===== config.mk =====
export PLATFORM = sky130hd
export DESIGN_NAME = parity_frame_serializer
export DESIGN_NICKNAME = d
export VERILOG_FILES = /design/src/rtl/parity_frame_serializer.sv
export SDC_FILE = /design/constraint.sdc
export NUM_CORES = 1
export LEC_CHECK = 0
export ABC_AREA = 1
export CAP_MARGIN = 10
export CELL_PAD_IN_SITES_DETAIL_PLACEMENT = 0
export CELL_PAD_IN_SITES_GLOBAL_PLACEMENT = 1
export CORE_MARGIN = 4
export CORE_UTILIZATION = 30
export CTS_CLUSTER_SIZE = 40
export DETAILED_ROUTE_END_ITERATION = 10
export GPL_ROUTABILITY_DRIVEN = 0
export GPL_TIMING_DRIVEN = 0
export HOLD_SLACK_MARGIN = 0.08
export PLACE_DENSITY_LB_ADDON = 0.1
export RECOVER_POWER = 50
export SETUP_SLACK_MARGIN = 0.5
export SLEW_MARGIN = 0
export SYNTH_ARGS = -nofsm -noshare
export SYNTH_HDL_FRONTEND = slang
export SYNTH_SLANG_ARGS = --single-unit

===== constraint.sdc =====
create_clock -name clk -period 2.05 [get_ports clk]
set_input_delay 0.205 -clock clk [delete_from_list [all_inputs] [get_ports clk]]
set_output_delay 0.205 -clock clk [all_outputs]
set_load 0.005 [all_outputs]

===== src/rtl/parity_frame_serializer.sv =====
// UART-style serializer for {data[7:0], parity} words: start, data LSB-first, parity, stop bit(s).
// Optional build macro PARITY_CHECK_EN: drop words whose overall parity mismatches parity_control.
module parity_frame_serializer #(
    parameter int CLKS_PER_BIT = 16,
    parameter int STOP_BITS    = 1
) (
    input  logic       clk,
    input  logic       reset_n,
    input  logic       parity_control,
    input  logic [8:0] word_in,
    input  logic       word_valid,
    output logic       word_ready,
    output logic       tx_out,
    output logic       busy,
    output logic       parity_err,
    output logic [7:0] err_count
);
    localparam int               CNT_W     = $clog2(CLKS_PER_BIT);
    localparam logic [CNT_W-1:0] BAUD_LAST = CNT_W'(CLKS_PER_BIT - 1);
    localparam logic [3:0]       DATA_LAST = 4'd8;
    localparam logic [3:0]       STOP_LAST = 4'(STOP_BITS - 1);

    typedef enum logic [1:0] {IDLE, START, DATA, STOP} state_t;

    state_t           state_q, state_d;
    logic [CNT_W-1:0] baud_q, baud_d;
    logic [3:0]       bit_q, bit_d;
    logic [8:0]       shift_q, shift_d;
    logic             tx_d, ready_d, busy_d;
    logic             accept, send_ok, baud_wrap;

    assign accept    = word_valid && word_ready;
    assign baud_wrap = (baud_q == BAUD_LAST);

    always_comb begin
        // NOTE: every variable gets a default first so no path can infer a latch.
        state_d = state_q;
        baud_d  = baud_q;
        bit_d   = bit_q;
        shift_d = shift_q;
        tx_d    = 1'b1;

        unique case (state_q)
            IDLE: begin
                if (accept && send_ok) begin
                    // Rotate the parity bit to the top so it leaves after data[7].
                    shift_d = {word_in[0], word_in[8:1]};
                    baud_d  = '0;
                    bit_d   = '0;
                    state_d = START;
                end
            end
            START: begin
                if (baud_wrap) begin
                    baud_d  = '0;
                    state_d = DATA;
                end else begin
                    baud_d = baud_q + 1'b1;
                end
            end
            DATA: begin
                if (baud_wrap) begin
                    baud_d  = '0;
                    shift_d = shift_q >> 1;
                    if (bit_q == DATA_LAST) begin
                        bit_d   = '0;
                        state_d = STOP;
                    end else begin
                        bit_d = bit_q + 4'd1;
                    end
                end else begin
                    baud_d = baud_q + 1'b1;
                end
            end
            STOP: begin
                if (baud_wrap) begin
                    baud_d = '0;
                    if (bit_q == STOP_LAST) begin
                        bit_d   = '0;
                        state_d = IDLE;
                    end else begin
                        bit_d = bit_q + 4'd1;
                    end
                end else begin
                    baud_d = baud_q + 1'b1;
                end
            end
            default: state_d = IDLE;
        endcase

        // Outputs are decoded from the next state and registered, so tx_out never glitches.
        unique case (state_d)
            START:   tx_d = 1'b0;
            DATA:    tx_d = shift_d[0];
            default: tx_d = 1'b1;
        endcase
        ready_d = (state_d == IDLE);
        busy_d  = (state_d != IDLE);
    end

    always_ff @(posedge clk or negedge reset_n) begin
        if (!reset_n) begin
            state_q    <= IDLE;
            baud_q     <= '0;
            bit_q      <= '0;
            shift_q    <= '0;
            tx_out     <= 1'b1;
            word_ready <= 1'b1;
            busy       <= 1'b0;
        end else begin
            // NOTE: non-blocking assignments so every register samples pre-edge values.
            state_q    <= state_d;
            baud_q     <= baud_d;
            bit_q      <= bit_d;
            shift_q    <= shift_d;
            tx_out     <= tx_d;
            word_ready <= ready_d;
            busy       <= busy_d;
        end
    end

`ifdef PARITY_CHECK_EN
    logic drop;

    assign send_ok = ((^word_in) == parity_control);
    assign drop    = accept && !send_ok;

    always_ff @(posedge clk or negedge reset_n) begin
        if (!reset_n) begin
            parity_err <= 1'b0;
            err_count  <= 8'h00;
        end else begin
            parity_err <= drop;
            if (drop && (err_count != 8'hFF)) begin
                err_count <= err_count + 8'd1;
            end
        end
    end
`else
    logic unused_parity_control;

    assign send_ok               = 1'b1;
    assign unused_parity_control = parity_control;
    assign parity_err            = 1'b0;
    assign err_count             = 8'h00;
`endif

endmodule


==> results.yml, run 1 <==
global_route:
  antenna_found_initial: 0
  use_met2_pct: 17.4
  use_met1_pct: 15.2
  grt_pass1_vias: 1005
  grt-ovfl-total: 0
  top_usage_layer: "met2"
  use_met3_pct: 3.15
  grt_max_degree: 23
  grt_pass1_wl_mm: 4.77
  grt_use_total_pct: 11.2
worst_hold_path:
  hold_class: "reg2reg"
  min-delay-start: "shift_q[2]"
  min_to: "shift_q[2]"
  hold_path_depth: 2
floorplan:
  die_h_um: 73.9
  core_mm2: 0.00409
  dieArea_mm2: 0.00546
  die_width_um: 73.9
  rows: 23
  num_io_pins: 25
  initial_utilization_pct: 31.8
critical_path:
  arrival_ns: 1.88
  r2r_start: "state_q[1]"
  path_depth: 9
  rrSetupSlack_ns: 0.38
  cp-start-kind: "register"
  crit_family: "flip-flops"
  crit_chain: "inv_1, ha_1, inv_6, nand2_2, a21oi_2, nand2_2, a21oi_2, nand3_2, nand2_1"
  cp_data_required_time_ns: 2.26
  crit_path_start: "state_q[1]"
  crit_path_end_kind: "register"
  worst-path-buf-inv: 2
  crit_fanout: 6
  cp_slowest_cell: "dfrtp_1"
  reg2reg_depth: 9
  timing.rr.end: "tx_out"
  crit_type: "reg2reg"
  slowest_delay_ns: 0.44
power:
  irDropWorstVdd_v: 0.000327
  finalPower_mw: 0.889
  p_leak_nw: 0.798
  p_per_area_mw_per_mm2: 503
timing:
  fin_crit_sh_pct: 81.4
  clock_skew_ns: 0.00610
  finalSetupViolCount: 0
  timing.fmax_mhz: 599
  hold_violations: 0
  finalCriticalPeriod_ns: 1.67
  worst_pin_slew_ns: 1.00
  slew_headroom_pct: 32.8
  slew_viol_final: 0
  rsz0062_at_grt: "yes"
  tns_ns: 0
route:
  remaining_drc_errors: 0
  via_per_inst: 4.50
  via_count: 1094
  ant_nets: 0
  dr.pass1.iters: 4
  routed_wl_mm: 2.86
  initialDrtViolationCount: 50
  wl_per_cell_um: 11.7
clocking:
  root_buffer: "clkbuf_8"
  cts_inserted_buffers: 3
  cts_tree: "yes"
  cts_buffer_depth: 2
  ctsHtreeMaxLevel: 1
  cts.clk_slew.worst_paths_ns: 0.09
  clock-sinks: 22
  worstSkewPairLatency_ns: 0.27
synth:
  synth_cells: 156
  yosys_warnings: 0
  syn_avg_cell_area_um2: 8.34
  synth_seq_cells: 22
  netlist-cell-type-count: 28
  syn_area_mm2: 0.00130
  seq_area_frac_synth_pct: 42.5
status:
  status: "finished clean"
layout:
  insertedDiodeCount: 0
  fin_nets: 214
  area_growth_syn_to_layout_pct: 35.8
  drive_gt1_share_pct: 28.0
placed_design:
  portBuffers: 14
  hpwl_mm: 2.02
run:
  cap_violations: 0
metrics by stage:
stage	utilization [%]	cell area [um2]	hold slack, ns	instances	setup WS (ns)
finish	43.2	1770	0.493	243	0.381
floorplan	-	1330	-0.0906	164	0.556
CTS	41.0	1670	0.497	235	0.518
global route	43.2	1770	0.519	243	0.250
global placement	37.5	1530	0.468	228	0.296
detailed placement	37.5	1530	0.475	228	0.286
final cells by class:
class	count	area (um2)
inverters	18	80.1
flip-flops and latches	22	554
repair buffers	25	226
clock buffers	3	41.3
fillers	425	2320
multi-input cells	114	693
well taps	50	62.6
clock inverters	1	30.0
plain buffers	10	78.8
power breakdown:
group	switching, mW	leakage (nW)	internal, mW	total [mW]
combinational	0.0174	0.509	0.0285	0.0458
clock	0.149	0.0357	0.261	0.410
sequential	0	0.254	0.434	0.434
synth_stat cells:
master | count | share of area [%]
a21oi_1 | 3 | 1.2
a21oi_2 | 1 | 0.67
a22o_1 | 1 | 0.67
a22oi_1 | 7 | 4.0
buf_4 | 9 | 5.2
buf_6 | 1 | 0.87
clkinv_2 | 1 | 0.38
conb_1 | 1 | 0.29
dfrtp_1 | 20 | 38
dfstp_2 | 2 | 4.0
ha_1 | 7 | 6.7
inv_1 | 16 | 4.6
inv_2 | 1 | 0.29
nand2_1 | 45 | 13
nand2_2 | 2 | 0.96
nand3_1 | 5 | 1.9
nand3_2 | 2 | 1.5
nand3b_1 | 1 | 0.58
nand4_2 | 1 | 0.96
nor2_1 | 6 | 1.7
nor2_2 | 2 | 0.96
nor2_4 | 2 | 1.7
o211ai_1 | 1 | 0.58
o21ai_0 | 13 | 5.0
o21ai_1 | 1 | 0.38
o21bai_1 | 1 | 0.58
xnor2_1 | 2 | 1.3
xor2_1 | 2 | 1.3
flip-flops by register name (all words and copies together) (netlist names):
register and count:
tx_out 1, word_ready 1, busy 1, shift_q 9
bit_q 4, state_q 2, baud_q 4
tightest hold or removal path, stage by stage (launching register included):
cell,delay [ns]
dfrtp_1,0.35
nand2_1,0.05
o21ai_0,0.06
timing repair:
item,CTS,global route
buffers inserted,3,8
endpoints found under the setup margin,17,16
pin swaps,2,6
hold buffers,0,0
resized for setup,10,19
layout by cell type (no fill, tap or decap), drive strengths merged, types with 3 or more instances in the layout:
cell / instances
inv: 17
conb: 9
nand2: 47
buf: 21
o21ai: 14
clkdlybuf4s50: 12
a22oi: 7
a21oi: 4
nand3: 7
clkbuf: 3
nor2: 10
dfrtp: 20
ha: 7
layer usage:
metal	share of wire, %	wire length [um]	vias up
met5	0	0	-
met4	1.6	45	0
met3	6.6	189	6
met2	46	1310	34
met1	46	1310	494
li1	-	-	560
kinds of logic (layout without fill, tap and decap cells):
family / count (synthesis) / in the layout / share of synthesized area [%]
buf+inv: 28 / 57 / 11.3
xor+xnor: 4 / 4 / 2.69
simple gates: 66 / 66 / 23.4
flops: 22 / 22 / 42.5
other cells: 1 / 9 / 0.288
compound gates: 28 / 28 / 13.1
fa+ha+maj: 7 / 7 / 6.73
worst max-delay path by stage:
stage          slack, ns    endpoint
5_1_grt             0.25      tx_out
6_report            0.38      tx_out
2_1_floorplan       0.56    bit_q[0]
4_1_cts             0.52  shift_q[4]
3_3_place_gp        0.30      tx_out
3_5_place_dp        0.29    bit_q[0]
Power figures use the tool's default switching activity.
==> run 2, diff against run 1 <==
clock period = 1.7 ns   (was 2.05 ns; I/O delays follow)
==> run 2 against run 1 <==
  * Sequential share of layout area is 3.4 points lower
  * Combinational power increased by 18%
  * Largest cell class unchanged
  * Non-clock buffer count grew 13
==> results.yml, run 2 (same netlist as run 1, synthesis figures left out) <==
critical_path:
  cp_data_required_time_ns: 1.89
  cp_common_cell: "nor2_4"
  slowest_delay_ns: 0.46
  arrival_ns: 1.63
  cp_slowest_cell: "dfrtp_2"
  rrSetupSlack_ns: 0.26
  worst-path-buf-inv: 2
  crit_fanout: 5
  crit_path_start: "state_q[0]"
  crit_chain: "inv_4, ha_4, nand4_4, clkinv_4, nor2_4, nor2_4, nand2_2, a21oi_1"
  cp-start-kind: "register"
  crit_path_end_kind: "register"
  timing.rr.end: "bit_q[0]"
  reg2reg_depth: 8
  crit_type: "reg2reg"
  crit_family: "flip-flops"
  r2r_start: "state_q[0]"
layout:
  layout_common_cells: "28 x buf_4, 25 x nand2_1, 18 x nand2_2, 18 x dfrtp_1, 10 x clkdlybuf4s50_1"
  area_growth_syn_to_layout_pct: 52.5
  regMostFlops: "shift_q"
  fillers: 400
  drive_gt1_share_pct: 48.1
  reg_top3: "shift_q x9, baud_q x4, bit_q x4"
  fin_nets: 227
  layout_commonest_cell: "buf_4"
  insertedDiodeCount: 0
  largest_reg_flops: 9
floorplan:
  die_h_um: 73.9
  dieArea_mm2: 0.00546
  rows: 23
  num_io_pins: 25
  die_width_um: 73.9
  initial_utilization_pct: 31.8
  core_mm2: 0.00409
timing:
  clock_skew_ns: 0.00480
  hold_violations: 0
  fin_crit_sh_pct: 84.9
  timing.fmax_mhz: 693
  slew_headroom_pct: 19.1
  tns_ns: 0
  worst_pin_slew_ns: 1.21
  slew_viol_final: 0
  rsz0062_at_grt: "yes"
  finalSetupViolCount: 0
  finalCriticalPeriod_ns: 1.44
clocking:
  clock-sinks: 22
  cts_inserted_buffers: 3
  root_buffer: "clkbuf_8"
  ctsHtreeMaxLevel: 1
  worstSkewPairLatency_ns: 0.26
  cts.clk_slew.worst_paths_ns: 0.08
  cts_tree: "yes"
  cts_buffer_depth: 2
route:
  remaining_drc_errors: 0
  initialDrtViolationCount: 31
  via_per_inst: 4.43
  routed_wl_mm: 3.04
  dr.pass1.iters: 4
  via_count: 1135
  wl_per_cell_um: 11.9
  ant_nets: 0
global_route:
  grt_pass1_wl_mm: 4.97
  grt_pass1_vias: 1104
  antenna_found_initial: 0
  grt_max_degree: 23
  grt_use_total_pct: 11.8
  grt-ovfl-total: 0
placed_design:
  portBuffers: 14
  hpwl_mm: 2.08
power:
  finalPower_mw: 0.961
  p_leak_nw: 0.873
  p_per_area_mw_per_mm2: 484
  irDropWorstVdd_v: 0.000490
run:
  cap_violations: 0
status:
  status: "finished clean"
worst_hold_path:
  hold_class: "in2async"
-- run 2: cell types whose count changed in the layout (fill, tap and decap cells not counted), moves of 3 or more --
cell | before | now
buf_4 | 19 | 28
buf_6 | 2 | 6
inv_1 | 11 | 8
nand2_1 | 40 | 25
nand2_2 | 6 | 18
nand2_4 | 1 | 4
nor2_1 | 6 | 3
o21ai_0 | 13 | 2
o21ai_1 | 1 | 9
o21ai_2 | 0 | 3
-- run 2: through the flow --
step	cells	setup slack [ns]	hold WS, ns	utilization [%]	cell area, um2
3_5_place_dp	228	0.104	0.475	39.1	1600
3_3_place_gp	228	0.107	0.467	39.1	1600
4_1_cts	247	0.233	0.240	44.8	1830
2_1_floorplan	164	0.327	-0.126	-	1400
6_report	256	0.257	0.136	48.6	1980
5_1_grt	256	0.154	0.271	48.6	1980
-- run 2: worst register-to-register path: stages, from the launching register on --
cell,delay [ns]
dfrtp_2,0.46
inv_4,0.09
ha_4,0.17
nand4_4,0.14
clkinv_4,0.10
nor2_4,0.04
nor2_4,0.16
nand2_2,0.07
a21oi_1,0.14
-- run 2: worst max path at each step --
stage	depth (start not counted)	slack, ns	end
after floorplan	9	0.33	bit_q[0]
after global placement	8	0.11	shift_q[7]
after detailed placement	8	0.10	shift_q[7]
after CTS	9	0.23	tx_out
after global routing	9	0.15	tx_out
final	8	0.26	bit_q[0]
-- run 2: routing by layer --
metal | GRT usage, % | vias to the layer above | routed length (um)
met3 | 3.56 | 2 | 148
met5 | 0 | - | 0
met4 | 3.22 | 0 | 19
met2 | 19.2 | 22 | 1480
met1 | 15.1 | 524 | 1390
li1 | - | 587 | -
-- run 2: where the power goes --
part / switching (mW) / total (mW) / leakage [nW] / internal (mW)
logic: 0.0210 / 0.0542 / 0.591 / 0.0332
clock network: 0.177 / 0.384 / 0.0288 / 0.207
registers: 0 / 0.523 / 0.253 / 0.523
total: 0.199 / 0.961 / 0.873 / 0.763
-- run 2: layout make-up --
cell class	instances	area, um2	area share, %
Inverter	18	82.6	4.16
Tap cell	50	62.6	3.15
Multi-Input combinational cell	114	813	41.0
Timing Repair Buffer	38	337	17.0
Clock buffer	4	55.1	2.77
Sequential cell	22	556	28.0
Buffer	10	78.8	3.97
-- run 2: what timing repair did --
action / 4_1_cts / 5_1_grt
resized for setup: 39 / 32
gates cloned: 1 / 0
hold buffers: 0 / 0
pin swaps: 14 / 13
setup endpoints to repair: 35 / 24
setup buffers: 14 / 9
==> run 3, diff against run 2 <==
clock period = 1.3 ns   (was 1.7 ns; I/O delays follow)
==> run 3 against run 2 <==
  * The flow now finishes with violations (setup timing)
  * Critical path depth unchanged
  * First-iteration DRC count up 94%
  * Power up 30%
  * Sequential power up 31%
  * Global-route usage about the same
  * Via count up 1.8%
  * Clock power up 29%
  * Register-to-register slack worse by 0.40 ns
  * Worst setup slack worse by 0.40 ns
  * Die area unchanged
  * Critical path type unchanged
  * Critical endpoint unchanged
==> results.yml, run 3 (same netlist as run 1, synthesis figures left out) <==
route:
  wl_per_cell_um: 11.8
  initialDrtViolationCount: 60
  routed_wl_mm: 3.06
  via_per_inst: 4.46
  ant_nets: 0
  dr.pass1.iters: 4
  via_count: 1155
  remaining_drc_errors: 0
global_route:
  grt-ovfl-total: 0
  grt_pass1_vias: 1077
  antenna_found_initial: 0
  grt_max_degree: 23
  grt_pass1_wl_mm: 4.97
  grt_use_total_pct: 11.8
layout:
  utilization_pct: 48.8
  layout_common_cells: "31 x buf_4, 26 x nand2_1, 20 x nand2_2"
  insertedDiodeCount: 0
  layout_commonest_cell: "buf_4"
  reg_top3: "shift_q x9, baud_q x4, bit_q x4"
  largest_reg_flops: 9
  area_growth_syn_to_layout_pct: 53.2
  drive_gt1_share_pct: 47.8
  regMostFlops: "shift_q"
  final_area_mm2: 0.00199
  fin_nets: 230
  layout.cells.non_filler: 259
timing:
  tns_ns: -1.66
  rsz0062_at_grt: "yes"
  hold_ws_ns: 0.0925
  slew_viol_final: 0
  worst_pin_slew_ns: 1.20
  hold_violations: 0
  finalCriticalPeriod_ns: 1.44
  clock_skew_ns: 0.00185
  slew_headroom_pct: 19.8
  worst_slack_ns: -0.141
  fin_crit_sh_pct: 111
  timing.fmax_mhz: 694
  finalSetupViolCount: 18
power:
  finalPower_mw: 1.25
  clockPowerShare_pct: 39.7
  p_per_area_mw_per_mm2: 628
  irDropWorstVdd_v: 0.000615
  p_seq_share_pct: 54.6
  internal_power_mw: 0.997
  sw_frac_of_total_pct: 20.3
  switchingPower_mw: 0.255
  combPwrFrac_pct: 5.7
  p_leak_nw: 0.884
placed_design:
  portBuffers: 14
  pre_cts_slack_ns: -0.283
  hpwl_mm: 2.09
  dpl_cell_area_mm2: 0.00160
  dp.cells: 228
floorplan:
  die_width_um: 73.9
  rows: 23
  core_mm2: 0.00409
  initial_utilization_pct: 31.8
  die_h_um: 73.9
  num_io_pins: 25
  dieArea_mm2: 0.00546
clocking:
  root_buffer: "clkbuf_8"
  cts_tree: "yes"
  clock-sinks: 22
  ctsHtreeMaxLevel: 1
  cts.clk_slew.worst_paths_ns: 0.08
  worstSkewPairLatency_ns: 0.26
  cts_buffer_depth: 2
  cts_inserted_buffers: 3
worst_hold_path:
  hold_class: "in2async"
status:
  status: "finished with violations"
  failed_checks: "setup timing"
critical_path:
  cp-start-kind: "register"
  crit_path_end_kind: "register"
  arrival_ns: 1.63
  crit_fanout: 5
  cp_data_required_time_ns: 1.49
  crit_type: "reg2reg"
run:
  cap_violations: 0
## run 3: cell types whose count changed in the layout (fill, tap and decap cells not counted), moves of 2 or more
cell     previous run  this run
buf_4              28        31
nand2_4             4         1
a22oi_1             5         7
a22oi_2             2         0
buf_2               0         2
ha_1                3         1
inv_1               8        10
inv_2               6         4
nand2_2            18        20
## run 3: power groups by stage
stage / clock network, mW / registers (mW) / logic, mW
floorplan: 0 / 0.698 / 0.0253
global placement: 0 / 0.697 / 0.0724
detailed placement: 0 / 0.697 / 0.0730
CTS: 0.525 / 0.684 / 0.0729
global route: 0.565 / 0.684 / 0.0793
finish: 0.497 / 0.684 / 0.0708
## run 3: timing repair
action                                 CTS  global route
setup endpoints to repair               47            25
pin swaps                               14            12
gates cloned                             1             0
gates resized for setup                 50            20
setup buffers                           18             8
endpoints found under the hold margin   20            20
## run 3: final cells by class
cell class / count / area, um2
tap: 50 / 62.6
timing repair buffer: 41 / 355
buffer: 10 / 78.8
inverter: 18 / 82.6
clock buffer: 4 / 55.1
sequential: 22 / 556
fill: 400 / 2090
multi-input combinational: 114 / 803
## run 3: metal layers
metal  global-route usage [%]  up-vias  share of wire [%]
met5                        0        -                  0
met2                     20.3       23                 52
li1                         -      591                  -
met1                     15.0      539                 43
met4                     1.81        0               0.62
met3                     3.28        2                5.2
## run 3: final timing paths
path,start,to,slack [ns],depth (start not counted)
hold / removal,reset_n,bit_q[0],0.09,1
setup reg to reg,state_q[0],bit_q[0],-0.14,8
max in group asynchronous,reset_n,state_q[1],0.41,1
hold reg to reg,shift_q[2],shift_q[2],0.50,2
min in group clk,word_in[0],shift_q[8],0.42,3
setup / recovery,state_q[0],bit_q[0],-0.14,8
## run 3: critical path, cell delays in order, from the launching register on
cell and delay, ns:
dfrtp_2 0.44, inv_4 0.08, ha_4 0.17, nand4_4 0.14
clkinv_4 0.10, nor2_4 0.04, nor2_4 0.16, nand2_2 0.09
a21oi_1 0.14
